## src/rtl/kronos_types.sv

```systemverilog
// Shared execute-side types: per-operand hazard flags from the HCU and the
// operand-staging FSM states.
package kronos_types;

   typedef struct packed {
      logic op_hazard;
      logic op4;
      logic op3;
      logic op2;
      logic op1;
   } hazardEX_t;

   typedef enum logic [1:0] {
      EMPTY = 2'd0,
      WAIT  = 2'd1,
      FULL  = 2'd2
   } opstage_state_e;

endpackage

```

## src/rtl/kronos_opfwd_mux.sv

```systemverilog
// Per-operand forward selector: flagged operand takes the writeback result when it is valid.
// Purely combinational, no backpressure.
module kronos_opfwd_mux #(
   parameter int XLEN = 32
) (
   input  logic [XLEN-1:0] i_op,
   input  logic            i_flag,
   input  logic            i_fwd_vld,
   input  logic [XLEN-1:0] i_fwd_data,
   output logic [XLEN-1:0] o_op
);

   assign o_op = (i_flag && i_fwd_vld) ? i_fwd_data : i_op;

endmodule

```

## src/rtl/kronos_ex_opstage.sv

```systemverilog
// Execute operand staging: holds a hazarded instruction until the writeback forward arrives.
// Latency 1 cycle accept->o_vld (plus WAIT cycles); d_rdy follows o_rdy combinationally when FULL.
module kronos_ex_opstage
   import kronos_types::*;
#(
   parameter int XLEN    = 32,
   parameter int STALL_W = 8
) (
   input  logic               clk,
   input  logic               rst,
   input  logic               d_vld,
   output logic               d_rdy,
   input  logic [XLEN-1:0]    d_op1,
   input  logic [XLEN-1:0]    d_op2,
   input  logic [XLEN-1:0]    d_op3,
   input  logic [XLEN-1:0]    d_op4,
   input  hazardEX_t          d_hazard,
   input  logic               fwd_vld,
   input  logic [XLEN-1:0]    fwd_data,
   output logic               o_vld,
   input  logic               o_rdy,
   output logic [XLEN-1:0]    o_op1,
   output logic [XLEN-1:0]    o_op2,
   output logic [XLEN-1:0]    o_op3,
   output logic [XLEN-1:0]    o_op4,
   output logic [STALL_W-1:0] stall_cnt
);

   opstage_state_e     r_state;
   opstage_state_e     w_state_nxt;
   logic [XLEN-1:0]    r_op [4];
   hazardEX_t          r_haz;
   logic [STALL_W-1:0] r_stall_cnt;

   logic               w_accept;
   logic               w_cap_wait;
   logic               w_fwd_en;
   logic [XLEN-1:0]    w_src_op [4];
   logic [3:0]         w_src_flag;
   logic [XLEN-1:0]    w_res_op [4];

   assign w_accept   = d_vld && d_rdy;
   // A captured hazard with no same-cycle forward has to park in WAIT.
   assign w_cap_wait = d_hazard.op_hazard && !fwd_vld;
   assign w_fwd_en   = w_accept ? (fwd_vld && d_hazard.op_hazard)
                                : (fwd_vld && r_state == WAIT);

   assign w_src_op[0] = w_accept ? d_op1 : r_op[0];
   assign w_src_op[1] = w_accept ? d_op2 : r_op[1];
   assign w_src_op[2] = w_accept ? d_op3 : r_op[2];
   assign w_src_op[3] = w_accept ? d_op4 : r_op[3];
   assign w_src_flag  = w_accept ? {d_hazard.op4, d_hazard.op3, d_hazard.op2, d_hazard.op1}
                                 : {r_haz.op4, r_haz.op3, r_haz.op2, r_haz.op1};

   for (genvar g = 0; g < 4; g++) begin : g_fwd
      kronos_opfwd_mux #(.XLEN(XLEN)) u_mux (
         .i_op       (w_src_op[g]),
         .i_flag     (w_src_flag[g]),
         .i_fwd_vld  (w_fwd_en),
         .i_fwd_data (fwd_data),
         .o_op       (w_res_op[g])
      );
   end

   always_ff @(posedge clk) begin
      if (rst) begin
         r_state     <= EMPTY;
         r_haz       <= '0;
         r_stall_cnt <= '0;
         for (int i = 0; i < 4; i++) r_op[i] <= '0;
      end else begin
         r_state <= w_state_nxt;
         if (w_accept || r_state == WAIT) begin
            for (int i = 0; i < 4; i++) r_op[i] <= w_res_op[i];
         end
         if (w_accept) begin
            r_haz <= w_cap_wait ? d_hazard : '0;
         end else if (r_state == WAIT && fwd_vld) begin
            r_haz <= '0;
         end
         if (r_state == WAIT && !fwd_vld && r_stall_cnt != '1) begin
            r_stall_cnt <= r_stall_cnt + 1'b1;
         end
      end
   end

   always_comb begin
      w_state_nxt = r_state;
      case (r_state)
         EMPTY: if (w_accept) w_state_nxt = w_cap_wait ? WAIT : FULL;
         WAIT:  if (fwd_vld) w_state_nxt = FULL;
         FULL: begin
            if (w_accept)   w_state_nxt = w_cap_wait ? WAIT : FULL;
            else if (o_rdy) w_state_nxt = EMPTY;
         end
         default: w_state_nxt = EMPTY;
      endcase
   end

   always_comb begin
      o_vld = (r_state == FULL);
      d_rdy = !rst && (r_state == EMPTY || (r_state == FULL && o_rdy));
   end

   assign o_op1     = r_op[0];
   assign o_op2     = r_op[1];
   assign o_op3     = r_op[2];
   assign o_op4     = r_op[3];
   assign stall_cnt = r_stall_cnt;

endmodule
```

## config.mk

```make
export PLATFORM = sky130hd
export DESIGN_NAME = kronos_ex_opstage
export DESIGN_NICKNAME = d
export VERILOG_FILES = /design/src/rtl/kronos_types.sv /design/src/rtl/kronos_opfwd_mux.sv /design/src/rtl/kronos_ex_opstage.sv
export SDC_FILE = /design/constraint.sdc
export NUM_CORES = 1
export LEC_CHECK = 0
export BUFFER_PORTS_ARGS = -buffer_cell sky130_fd_sc_hd__buf_4
export CORE_MARGIN = 4
export CORE_UTILIZATION = 49
export DETAILED_ROUTE_END_ITERATION = 8
export PLACE_DENSITY_LB_ADDON = 0.08
export SETUP_SLACK_MARGIN = 0.15
export SLEW_MARGIN = 5
export SYNTH_ARGS = -nofsm -noshare
export SYNTH_HDL_FRONTEND = slang
export SYNTH_SLANG_ARGS = --single-unit
```

## constraint.sdc

```tcl
create_clock -name clk -period 3.13 [get_ports clk]
set_input_delay 0.626 -clock clk [delete_from_list [all_inputs] [get_ports clk]]
set_output_delay 0.626 -clock clk [all_outputs]
set_load 0.02 [all_outputs]
```

==> summary.txt <==
Run status
  • Outcome: finished clean

STA
  • Hold Fails Final Rpt: 0
  • # setup viols final: 0
  • Final period util: 0.869
  • RSZ-0062 raised after global routing: no
  • Least-Margin Pin Slew: 1.21 ns
  • Clk_skew: 0.00503 ns
  • Setup TNS: 0 ns
  • Fin. max-slew vios: 0
  • Maximum clock rate: 368 MHz
  • Crit path time final: 2.72 ns
  • Max-slew headroom: 0.194

Final layout
  • ANT cells: 0
  • Layout area overhead: 41.4%
  • Layout fillers: 1101
  • NumNets Final: 1137
  • Proportion of layout cells with a drive suffix above 1: 0.422

Drt
  • Residual DRC: 0
  • Pre-antenna DRT Iters: 5
  • Drt total wl: 26200 µm
  • Routed via count: 7139
  • Antenna Nets Post-Route: 0
  • WL/cell: 22.5 µm
  • Vias per std cell: 6.14
  • DR iter-0 viols: 648

Critical path
  • Crit path capture type: flop
  • Critical path data arrival time: 2.98 ns
  • Critical path class: reg -> reg
  • Critical Path Fanout Max: 32
  • FF-to-FF path depth: 4
  • Flop-to-flop setup slack: 0.41 ns
  • CP required: 3.38 ns
  • Critical path startpoint category: flop

Yosys
  • Yosys top cell area share: 0.526
  • Flops & latches, synth: 142
  • Post-synth top area cell: edfxtp_1
  • Synthesized area: 7310 µm²
  • Count leader, synth: a21oi_1
  • Share of flip-flops with an asynchronous set or reset: 0
  • Sequential area share after synthesis: 0.564
  • Post-Synthesis Cells: 691
  • Synth top area cells: edfxtp_1 53%, a21oi_1 9.5%, o21ai_0 8.6%
  • Synth cell count leaders: 139 x a21oi_1, 128 x edfxtp_1, 125 x o21ai_0
  • Syn nets: 862
  • Cell variety after synth: 42
  • Number of synthesized flops with an enable pin: 128
  • Mean Syn Cell Area: 10.6 µm²
  • Ys flop type: edfxtp_1
  • YS warnings: 0

Power and ir drop
  • Max VDD drop: 310 µV
  • LEAKAGE: 0.00446 µW
  • Final Power: 5300 µW
  • Pwr per Cell Area: 512 nW/µm²

Clock network
  • CTS Sinks: 142
  • Worst-Skew Late Latency: 0.42 ns
  • CTS tree: yes
  • H-tree depth: 4
  • Hold-fix buffers, CTS: 0
  • # resized after CTS: 0
  • Max Root-Sink Buffers: 2
  • CTS root buf: clkbuf_16
  • CTS Buf Count: 17
  • Worst-path clk slew: 0.06 ns
  • Setup bufs post-CTS: 0

Place
  • Final RePlAce weighted congestion: 0.875
  • Post-DP HPWL: 18000 µm
  • IO Port Bufs: 307

GRT
  • Overflow after GRT: 0
  • Vias in the first global route: 6808
  • Total Routing Usage GR: 0.297
  • First-pass GRT wire length: 38000 µm
  • Largest net degree at the start of global routing: 103
  • Antenna violations before repair: 0

Floorplan
  • Initial Utilization: 0.501
  • Die X: 130 µm
  • Full die area: 16900 µm²
  • Rows: 44
  • Core area: 14600 µm²
  • Io pins: 308
  • Die height: 130 µm

Run
  • Max-cap viol count: 0

Min path
  • Hold/Removal Path Class: in -> reg
  • Hold Path Cell Cnt: 3
-- final timing paths --
check | from | end
setup reg to reg | r_state[0] | r_op[2][27]
setup / recovery | r_state[0] | r_op[2][27]
hold / removal | d_hazard[3] | r_haz[3]
hold reg to reg | r_haz[0] | r_haz[0]
-- routing by layer --
layer  track usage  vias up  share of wire
li1              -     3169              -
met1         0.371     3391           0.36
met2         0.472      498           0.48
met3        0.0933       81           0.13
met4         0.142        0          0.043
met5             0        -              0
-- cells in the final DEF (no fill, tap or decap), types with 2 or more instances in the layout --
cell type	netlist	final
nand3_1	69	69
nand2_2	0	4
o21ai_0	125	125
clkinv_2	0	2
inv_1	2	2
buf_12	0	3
o21ai_1	5	5
nor2b_1	2	2
nand4_1	6	6
nand2b_1	3	3
nand3_2	41	41
nor3_1	2	2
clkinvlp_4	0	2
a21oi_1	139	139
clkbuf_16	0	17
nor2_1	9	9
mux2i_1	2	2
edfxtp_1	128	128
and3_1	3	3
nand2_1	11	7
nor4_4	3	3
clkbuf_8	0	5
or4_2	0	2
nand3b_1	32	32
dfxtp_1	14	14
bufinv_16	0	4
buf_4	2	324
and2_1	4	3
xor2_1	2	2
-- stage by stage --
stage	instances	hold WS, ns	utilization	area [µm²]	worst slack [ns]
after CTS	1163	0.467	0.708	10300	0.398
after floorplan	691	0.456	-	7310	0.690
after global routing	1163	0.477	0.708	10300	0.154
after global placement	1131	0.475	0.664	9680	0.567
final	1163	0.489	0.708	10300	0.409
after detailed placement	1131	0.492	0.664	9680	0.425
-- sequential cells by signal, indices dropped and copies added (netlist names) --
signal / count
stall_cnt: 8
r_haz: 4
r_op: 128
r_state: 2
-- cell type report --
cell class | count | area, µm² | share of cell area
flip-flops and latches | 142 | 4120 | 0.399
repair buffers | 327 | 2490 | 0.241
clock inverters | 9 | 154 | 0.0149
clock buffers | 23 | 498 | 0.0482
well taps | 184 | 230 | 0.0223
multi-input cells | 476 | 2830 | 0.274
inverters | 2 | 7.51 | 0.000726
-- critical path: stages (launching register included) --
cell and delay (ns):
dfxtp_1 0.73, and3b_1 0.43, and2_1 0.92, o21ai_0 0.24
a21oi_1 0.23
-- power breakdown --
part	internal [µW]	switching, µW
logic	363	459
clock network	1440	776
registers	2210	49.1
total	4010	1280
-- cell families after synthesis --
logic type	count (synthesis)	synth area share
AND/OR/NAND/NOR	193	0.182
XOR/XNOR	2	0.00240
flip-flops	142	0.564
buffers and inverters	73	0.0522
adder cells (fa/ha/maj)	1	0.00171
AO/OA/AOI/OAI	278	0.194
multiplexers	2	0.00274
Note: power is estimated with default switching activity, not from simulation.
